$ cat config.mk
export PLATFORM = sky130hd
export DESIGN_NAME = uart_line_framer_flat
export DESIGN_NICKNAME = d
export VERILOG_FILES = /design/src/rtl/uart_line_framer_if.sv /design/src/rtl/uart_line_framer.sv /design/src/flat_wrapper.sv
export SDC_FILE = /design/constraint.sdc
export NUM_CORES = 1
export LEC_CHECK = 0
export CORE_MARGIN = 10
export CORE_UTILIZATION = 50
export DETAILED_ROUTE_END_ITERATION = 8
export HOLD_SLACK_MARGIN = 0.15
export PLACE_DENSITY = 0.8
export SLEW_MARGIN = 10
export SYNTH_ARGS = -nofsm -noshare
export SYNTH_HDL_FRONTEND = slang
export SYNTH_SLANG_ARGS = --single-unit
$ cat constraint.sdc
create_clock -name clk_i -period 2.9 [get_ports clk_i]
set_input_delay 0.435 -clock clk_i [delete_from_list [all_inputs] [get_ports clk_i]]
set_output_delay 0.435 -clock clk_i [all_outputs]
set_load 0.05 [all_outputs]
$ cat src/rtl/uart_line_framer_if.sv
// Handshake bundle between uart_line_framer, the line buffer and uart_send.
// slave = framer side, master = environment (line buffer + uart_send) side.
interface uart_line_framer_if #(
  parameter int H = 752,
  parameter int V = 480
);
  localparam int CW = (H > 1) ? $clog2(H) : 1;
  localparam int LW = (V > 1) ? $clog2(V) : 1;

  logic          start;
  logic          line_ready;
  logic [7:0]    pixel_data;
  logic [LW-1:0] line_sel;
  logic [CW-1:0] column_sel;
  logic          release_line;
  logic [7:0]    tx_data;
  logic          tx_data_ready;
  logic          tx_idle;
  logic          busy;
  logic          frame_done;

  modport slave (
    input  start, line_ready, pixel_data, tx_idle,
    output line_sel, column_sel, release_line, tx_data, tx_data_ready,
           busy, frame_done
  );

  modport master (
    output start, line_ready, pixel_data, tx_idle,
    input  line_sel, column_sel, release_line, tx_data, tx_data_ready,
           busy, frame_done
  );
endinterface

$ cat src/rtl/uart_line_framer.sv
// Frames each buffered image line as a UART packet: A5 5A LHI LLO PIX*H [CSUM].
// Optional per-line XOR checksum byte is enabled by defining LINE_FRAMER_CHECKSUM_EN.
module uart_line_framer #(
  parameter int H = 752,
  parameter int V = 480
) (
  input logic               clk_i,
  input logic               rst_i,
  uart_line_framer_if.slave bus
);
  localparam int CW = (H > 1) ? $clog2(H) : 1;
  localparam int LW = (V > 1) ? $clog2(V) : 1;
  localparam logic [CW-1:0] COL_LAST  = CW'(H - 1);
  localparam logic [LW-1:0] LINE_LAST = LW'(V - 1);

  localparam logic [3:0] S_IDLE      = 4'd0;
  localparam logic [3:0] S_WAIT_LINE = 4'd1;
  localparam logic [3:0] S_SYNC0     = 4'd2;
  localparam logic [3:0] S_SYNC1     = 4'd3;
  localparam logic [3:0] S_LHI       = 4'd4;
  localparam logic [3:0] S_LLO       = 4'd5;
  localparam logic [3:0] S_FETCH     = 4'd6;
  localparam logic [3:0] S_SEND_PIX  = 4'd7;
  localparam logic [3:0] S_LINE_END  = 4'd9;
`ifdef LINE_FRAMER_CHECKSUM_EN
  localparam logic [3:0] S_CSUM      = 4'd8;
`endif

  logic [3:0]    state_q, state_d;
  logic [LW-1:0] line_q, line_d;
  logic [CW-1:0] col_q, col_d;
  logic [7:0]    txd_q, txd_d;
  logic          txr_q, txr_d;
  logic          busy_q, busy_d;
  logic          done_q, done_d;
  logic          rel_q, rel_d;
  logic          hold_q, hold_d;
`ifdef LINE_FRAMER_CHECKSUM_EN
  logic [7:0]    csum_q, csum_d;
`endif

  logic [15:0]   line_idx;
  logic          send_en;
  logic [7:0]    byte_sel;
  logic [3:0]    nxt;

  assign line_idx = 16'(line_q);

  always_comb begin
    state_d  = state_q;
    line_d   = line_q;
    col_d    = col_q;
    txd_d    = txd_q;
    txr_d    = 1'b0;
    busy_d   = busy_q;
    done_d   = 1'b0;
    rel_d    = rel_q;
    hold_d   = 1'b0;
`ifdef LINE_FRAMER_CHECKSUM_EN
    csum_d   = csum_q;
`endif
    send_en  = 1'b0;
    byte_sel = 8'h00;
    nxt      = state_q;

    case (state_q)
      S_IDLE: begin
        rel_d = 1'b1;
        // START landing on the FRAME_DONE cycle must not chain a new frame
        if (bus.start && !done_q) begin
          state_d = S_WAIT_LINE;
          busy_d  = 1'b1;
          rel_d   = 1'b0;
        end
      end
      S_WAIT_LINE: begin
        if (bus.line_ready) begin
          col_d   = '0;
`ifdef LINE_FRAMER_CHECKSUM_EN
          csum_d  = 8'h00;
`endif
          state_d = S_SYNC0;
        end
      end
      S_SYNC0: begin
        send_en  = 1'b1;
        byte_sel = 8'hA5;
        nxt      = S_SYNC1;
      end
      S_SYNC1: begin
        send_en  = 1'b1;
        byte_sel = 8'h5A;
        nxt      = S_LHI;
      end
      S_LHI: begin
        send_en  = 1'b1;
        byte_sel = line_idx[15:8];
        nxt      = S_LLO;
      end
      S_LLO: begin
        send_en  = 1'b1;
        byte_sel = line_idx[7:0];
        nxt      = S_FETCH;
      end
      S_FETCH: begin
        state_d = S_SEND_PIX;
      end
      S_SEND_PIX: begin
        send_en  = 1'b1;
        byte_sel = bus.pixel_data;
        if (col_q != COL_LAST) begin
          nxt = S_FETCH;
        end else begin
`ifdef LINE_FRAMER_CHECKSUM_EN
          nxt = S_CSUM;
`else
          nxt = S_LINE_END;
`endif
        end
      end
`ifdef LINE_FRAMER_CHECKSUM_EN
      S_CSUM: begin
        send_en  = 1'b1;
        byte_sel = csum_q;
        nxt      = S_LINE_END;
      end
`endif
      S_LINE_END: begin
        col_d = '0;
        if (line_q != LINE_LAST) begin
          line_d  = line_q + LW'(1);
          rel_d   = 1'b0;
          state_d = S_WAIT_LINE;
        end else begin
          line_d  = '0;
          done_d  = 1'b1;
          busy_d  = 1'b0;
          rel_d   = 1'b1;
          state_d = S_IDLE;
        end
      end
      default: begin
        state_d = S_IDLE;
      end
    endcase

    // One-cycle holdoff covers the cycle before uart_send lowers TX_IDLE
    if (send_en && bus.tx_idle && !hold_q) begin
      txd_d   = byte_sel;
      txr_d   = 1'b1;
      hold_d  = 1'b1;
      state_d = nxt;
      if (state_q == S_SEND_PIX) begin
`ifdef LINE_FRAMER_CHECKSUM_EN
        csum_d = csum_q ^ bus.pixel_data;
`endif
        if (col_q != COL_LAST) begin
          col_d = col_q + CW'(1);
        end
      end
      if (nxt == S_LINE_END) begin
        rel_d = 1'b1;
      end
    end
  end

  always_ff @(posedge clk_i) begin
    if (rst_i) begin
      state_q <= S_IDLE;
      line_q  <= '0;
      col_q   <= '0;
      txd_q   <= 8'h00;
      txr_q   <= 1'b0;
      busy_q  <= 1'b0;
      done_q  <= 1'b0;
      rel_q   <= 1'b1;
      hold_q  <= 1'b0;
`ifdef LINE_FRAMER_CHECKSUM_EN
      csum_q  <= 8'h00;
`endif
    end else begin
      state_q <= state_d;
      line_q  <= line_d;
      col_q   <= col_d;
      txd_q   <= txd_d;
      txr_q   <= txr_d;
      busy_q  <= busy_d;
      done_q  <= done_d;
      rel_q   <= rel_d;
      hold_q  <= hold_d;
`ifdef LINE_FRAMER_CHECKSUM_EN
      csum_q  <= csum_d;
`endif
    end
  end

  assign bus.line_sel      = line_q;
  assign bus.column_sel    = col_q;
  assign bus.release_line  = rel_q;
  assign bus.tx_data       = txd_q;
  assign bus.tx_data_ready = txr_q;
  assign bus.busy          = busy_q;
  assign bus.frame_done    = done_q;
endmodule

$ cat src/flat_wrapper.sv
// flat-port wrapper written by rule: the top's interface ports become plain ports
module uart_line_framer_flat 
#(
  parameter int H = 752,
  parameter int V = 480
)
  (clk_i, rst_i, bus_start, bus_line_ready, bus_pixel_data, bus_tx_idle, bus_line_sel, bus_column_sel, bus_release_line, bus_tx_data, bus_tx_data_ready, bus_busy, bus_frame_done);
  uart_line_framer_if #(.H(H), .V(V)) bus_i ();
  input logic clk_i;
  input logic rst_i;
  input wire logic [$bits(bus_i.start)-1:0] bus_start;
  input wire logic [$bits(bus_i.line_ready)-1:0] bus_line_ready;
  input wire logic [$bits(bus_i.pixel_data)-1:0] bus_pixel_data;
  input wire logic [$bits(bus_i.tx_idle)-1:0] bus_tx_idle;
  output wire logic [$bits(bus_i.line_sel)-1:0] bus_line_sel;
  output wire logic [$bits(bus_i.column_sel)-1:0] bus_column_sel;
  output wire logic [$bits(bus_i.release_line)-1:0] bus_release_line;
  output wire logic [$bits(bus_i.tx_data)-1:0] bus_tx_data;
  output wire logic [$bits(bus_i.tx_data_ready)-1:0] bus_tx_data_ready;
  output wire logic [$bits(bus_i.busy)-1:0] bus_busy;
  output wire logic [$bits(bus_i.frame_done)-1:0] bus_frame_done;
  assign bus_i.start = bus_start;
  assign bus_i.line_ready = bus_line_ready;
  assign bus_i.pixel_data = bus_pixel_data;
  assign bus_i.tx_idle = bus_tx_idle;
  assign bus_line_sel = bus_i.line_sel;
  assign bus_column_sel = bus_i.column_sel;
  assign bus_release_line = bus_i.release_line;
  assign bus_tx_data = bus_i.tx_data;
  assign bus_tx_data_ready = bus_i.tx_data_ready;
  assign bus_busy = bus_i.busy;
  assign bus_frame_done = bus_i.frame_done;
  uart_line_framer #(.H(H), .V(V)) u_core (.clk_i(clk_i), .rst_i(rst_i), .bus(bus_i));
endmodule
== Word-level counts from Yosys, hierarchy flattened ==
Index checks and enable logic that the tools add are counted.

* Input bits: 13
* Register bits after elaboration: 35
* Output and inout port bits: 31

* Reductions and logical operators: 11
* Bitwise logic cells: 1
* Muxes and demuxes: 24
* Add/sub/neg operators: 2
* Equal/unequal tests: 16

{| class="wikitable"
|+ Operators by type and width
! cell !! number
|-
| 2-to-1 mux 10 bit || 4
|-
| case mux 4 bit (5 select lines) || 2
|-
| case mux 8 bit (5 select lines) || 1
|-
| case mux 10 bit (2 select lines) || 1
|-
| == test 4 x 3 -> 1 bit, second input constant || 4
|-
| 2-to-1 mux 4 bit || 4
|-
| adder 10 x 1 -> 10 bit, second input constant || 1
|-
| != test 10 bit, second input constant || 1
|-
| adder 9 x 1 -> 9 bit, second input constant || 1
|-
| 2-to-1 mux 1 bit || 9
|-
| 2-to-1 mux 9 bit || 1
|-
| != test 9 bit, second input constant || 1
|-
| == test 4 x 2 -> 1 bit, second input constant || 2
|-
| == test 4 bit, second input constant || 2
|-
| AND reduction 3 bit || 2
|-
| OR reduction 5 bit || 1
|-
| == test 4 x 1 -> 1 bit, second input constant || 1
|-
| zero test 4 bit || 1
|-
| != test 2 x 1 -> 1 bit, second input constant || 2
|-
| case mux 1 bit (2 select lines) || 2
|-
| logical AND 1 bit || 3
|-
| != test 3 x 1 -> 1 bit, second input constant || 1
|-
| != test 3 x 2 -> 1 bit, second input constant || 1
|-
| zero test 1 bit || 2
|-
| other kinds (4) || 4
|}

== Depth between registers and ports, before layout ==
* Word-level depth: 7
* Gate-level depth with buffers: 6

== Least setup slack after synthesis ==
OpenSTA, ideal clock, no wires.

* Path kind: register to register
* Start point: register u_core.col_q[0] (netlist: u_core.bus.column_sel[0])
* End point: register u_core.state_q[1]
* Setup time: 0.120 ns
* Path buffers: 0
* Clock period less this slack: 2.014 ns
* Arrival time: 1.894 ns
* Setup slack: 0.886 ns
* Cell stages (with the launch flop): 6
* Path through: dfxtp_1 > ha_1 > nand3_1 > nor4_1 > a2111oi_0 > a211o_1

* Longest elaborated chain between the ends: 4

{| class="wikitable"
|+ RTL lines
! what !! RTL line !! text
|-
| start: declaration || uart_line_framer.sv:31 || <nowiki>logic [CW-1:0] col_q, col_d;</nowiki>
|-
| start signal: assignment || uart_line_framer.sv:184 || <nowiki>col_q <= col_d;</nowiki>
|-
| != test 10 bit || uart_line_framer.sv:111 || <nowiki>if (col_q != COL_LAST) begin</nowiki>
|-
| 2-to-1 mux 4 bit || uart_line_framer.sv:111 ||
|-
| case mux 4 bit (5 select lines) || uart_line_framer.sv:66 || <nowiki>case (state_q)</nowiki>
|-
| 2-to-1 mux 4 bit || uart_line_framer.sv:148 || <nowiki>if (send_en && bus.tx_idle && !hold_q) begin</nowiki>
|-
| end signal: assignment || uart_line_framer.sv:182 || <nowiki>state_q <= state_d;</nowiki>
|-
| end: declaration || uart_line_framer.sv:29 || <nowiki>logic [3:0] state_q, state_d;</nowiki>
|}

Every way passes these cells.
A chain may end at the register's enable or synchronous reset.

== Worst setup path after layout ==
* Start point: register u_core.state_q[1]
* End point: register u_core.txd_q[3] (netlist: u_core.bus.tx_data[3])

* Longest elaborated chain between the ends: 5
* Elaborated cells on any way between the ends: 10

{| class="wikitable"
|+ RTL lines
! what !! RTL line !! text
|-
| == test 4 x 2 -> 1 bit / == test 4 x 3 -> 1 bit (equally long branches) || uart_line_framer.sv:66 ||
|-
| OR reduction 5 bit (no line) || - ||
|-
| 2-to-1 mux 1 bit || uart_line_framer.sv:66 ||
|-
| logical AND 1 bit (2 in a row) || uart_line_framer.sv:148 ||
|-
| end signal: assignment || uart_line_framer.sv:185 || <nowiki>txd_q <= txd_d;</nowiki>
|-
| end: declaration || uart_line_framer.sv:32 || <nowiki>logic [7:0] txd_q, txd_d;</nowiki>
|}

Several ways; a longest one is shown, not always the timed one.

==> summary.md <==
| Metric | Value |
|---|---|
| Status | complete, no violations |
| R2r startpoint | u_core.state_q[1]$_SDFFE_PP0P_ |
| Initial DRC count | 141 |
| Global-route wire length before repair | 8420 um |
| WS Path Type | reg2reg |
| Final #Nets | 273 |
| Crit. End Element | flop |
| Sink Count | 35 |
| Slowest-stage cell, CP | dfxtp_1 |
| Core Region | 3660 sq um |
| Gr usage total | 15.9% |
| Antenna violations before repair | 0 |
| Final setup TNS | 0 ps |
| Max_slew headroom | 37.2% |
| CTS max path bufs | 2 |
| Die X | 81.5 um |
| Yosys cell types | 55 |
| Worst Tran Pin Value | 940 ps |
| RR Endpoint | u_core.bus.tx_data[3]$_SDFFE_PP0N_ |
| Top_reg_cell synth | dfxtp_1 |
| H-tree Lvls | 2 |
| Crit-path max FO | 25 |
| Hold Buf Count CTS | 0 |
| Post-DRT Antenna Nets | 0 |
| Vias | 1828 |
| GPL Wtd Cong | 0.886 |
| Reg2reg path depth | 4 |
| Inserted Diodes | 0 |
| Drt total wl | 5110 um |
| Chip height | 81.5 um |
| Number of global-route vias before repair | 1769 |
| Top cells by area, synth | dfxtp_1, mux2i_1, nor2_1, xor2_1, nand2_1 |
| Leak | 0.880 nW |
| Sequential fraction of the synthesis area | 37.1% |
| Synth Instances | 218 |
| Worst reg-to-reg setup slack | 660 ps |
| First drt pass iteration count | 5 |
| CP peak stage delay | 940 ps |
| Wire per inst | 16.6 um |
| #FFs+latches synth | 35 |
| Post-synthesis cell area | 1890 sq um |
| FFs w/ async S/R, synth | 0% |
| CTS tree | built |
| Post-CTS sizing | 0 |
| Avg Synthesized Cell Area | 8.67 sq um |
| Detailed Place HPWL | 3680 um |
| IO Port Bufs | 43 |
| DR vias/cell | 5.95 |
| Tcrit/Tclk final | 77.4% |
| Critical path arrival | 2390 ps |
| Dominant cell type by area after synthesis | dfxtp_1 |
| Final min period | 2240 ps |
| YS warnings | 0 |
| Peak supply drop | 0.345 mV |
| Crit path capture | u_core.bus.tx_data[3]$_SDFFE_PP0N_ |
| Critical path startpoint category | flop |
| Num CTS Buffers | 5 |
| Max Cap Violations | 0 |
| Rows | 22 |
| Fmax | 0.446 GHz |
| Root Driver | clkbuf_8 |
| Layout cells sized above 1 | 8.11% |
| Setup bufs post-CTS | 0 |
| Largest net degree at the start of global routing | 26 |
| Slew Limit Fails | 0 |
| CP cell instances | or2_1, nand4_2, a31oi_1, a221oi_1 |
| Critical Path Start | u_core.state_q[1]$_SDFFE_PP0P_ |
| DRC Markers | 0 |
| Setup violators final | 0 |
| Clock Pin Slew Worst Setup and Hold Paths | 70 ps |
| Remaining global-route overflow | 0 |
| RSZ-0062 raised after global routing | no |
| Clk Latency, worst-skew pair | 300 ps |
| Pwr dens | 536 nW/um^2 |
| Final core utilization | 67.3% |
| Initial Utilization | 51.6% |
| Worst EP required | 3050 ps |
| Area delta synth->final | 30.2% |
| Clock skew | 4.77 ps |
| Fin. Hold Viols | 0 |
| I/O pin count | 44 |
| Hold Path Class | reg2reg |
| EDFF count, synth | 0 |
| Die area | 6640 sq um |
| Yosys top cell area share | 37.1% |
| Syn nets | 233 |
placed cells by master (no fill, tap or decap), drive strengths merged, types with 5 or more instances in the layout:
| master | synthesis | final |
|---|---|---|
| clkdlybuf4s50 | 0 | 43 |
| nand2 | 16 | 16 |
| a21oi | 11 | 11 |
| dfxtp | 35 | 35 |
| o21ai | 6 | 6 |
| inv | 7 | 7 |
| nand3 | 9 | 9 |
| nand4 | 6 | 6 |
| nor3 | 5 | 5 |
| xor2 | 7 | 7 |
| clkbuf | 6 | 6 |
| mux2 | 5 | 5 |
| mux2i | 10 | 10 |
| nor2b | 5 | 5 |
| nor2 | 20 | 20 |
through the flow:
step	worst slack [ps]	instances	cell area, sq um	hold slack, ps	total power [W]
5_1_grt	465	307	2460	495	0.00137
6_report	656	307	2460	468	0.00132
3_3_place_gp	683	299	2340	459	0.000858
3_5_place_dp	627	299	2340	464	0.000861
4_1_cts	684	307	2460	473	0.00132
2_1_floorplan	886	218	1890	612	0.000773
cell usage after synthesis, drive strengths merged, types with 3 or more instances:
library cell and instances:
or3 3, mux2 5, o21ai 6, nor2b 5, nor2 20, a21oi 11, a31oi 3, buf 6
clkbuf 6, or2 3, o311ai 3, or4 3, and4 3, nand2 16, a211o 3, xor2 7
o211ai 4, dfxtp 35, a221oi 4, nand4 6, or3b 3, nand3 9, mux2i 10, o31ai 3
nor3 5, inv 7
critical path: cells and delay by family, from the launching register on:
kind             cells  cell delay [ps]
flip-flops           1              940
AND/OR/NAND/NOR      2              580
AO/OA/AOI/OAI        2              580
layout make-up:
class	count	area, sq um
clock buffer	6	82.6
clock inverter	2	35.0
fill	311	1200
inverter	7	26.3
multi-input combinational	164	1110
sequential	35	701
tap	48	60.1
timing repair buffer	45	445
flip-flops by register name, indices dropped and copies added, names as in the netlist:
register / flops
u_core.bus.tx_data: 8
u_core.bus.line_sel: 9
u_core.bus.release_line: 1
u_core.bus.tx_data_ready: 1
u_core.state_q: 4
u_core.bus.column_sel: 10
u_core.bus.frame_done: 1
u_core.bus.busy: 1
how the worst min path moves through the flow:
| stage | from | endpoint | depth (start not counted) |
|---|---|---|---|
| 6_report | u_core.bus.tx_data[0]$_SDFFE_PP0N_ | u_core.bus.tx_data[0]$_SDFFE_PP0N_ | 2 |
| 5_1_grt | u_core.bus.busy$_SDFFE_PP0P_ | u_core.bus.busy$_SDFFE_PP0P_ | 1 |
| 4_1_cts | u_core.bus.tx_data[0]$_SDFFE_PP0N_ | u_core.bus.tx_data[0]$_SDFFE_PP0N_ | 2 |
| 3_5_place_dp | u_core.bus.tx_data[0]$_SDFFE_PP0N_ | u_core.bus.tx_data[0]$_SDFFE_PP0N_ | 2 |
| 3_3_place_gp | u_core.bus.tx_data[0]$_SDFFE_PP0N_ | u_core.bus.tx_data[0]$_SDFFE_PP0N_ | 2 |
| 2_1_floorplan | rst_i | u_core.bus.column_sel[3]$_SDFF_PP0_ | 2 |
cell families (layout without fill, tap and decap cells):
group,count (synthesis),after routing,synth area share (%)
buffers and inverters,19,60,4.10
XOR/XNOR,8,8,3.71
AND/OR/NAND/NOR,90,90,27.2
adder cells (fa/ha/maj),2,2,1.32
AO/OA/AOI/OAI,49,49,18.3
flip-flops,35,35,37.1
multiplexers,15,15,8.27
power by group:
| part | switching, W | leakage, nW | internal, W | total, W |
|---|---|---|---|---|
| logic | 0.000167 | 0.536 | 0.000124 | 0.000292 |
| registers | 0.0000575 | 0.283 | 0.000507 | 0.000564 |
| clock network | 0.000185 | 0.0612 | 0.000278 | 0.000463 |
| total | 0.000410 | 0.880 | 0.000909 | 0.00132 |
layer usage:
layer / track usage, % / share of wire [%]
met5: 0 / 0
met4: 5.54 / 1.4
met3: 7.10 / 8.5
met2: 25.8 / 48
met1: 18.3 / 43
Power figures use the tool's default switching activity.
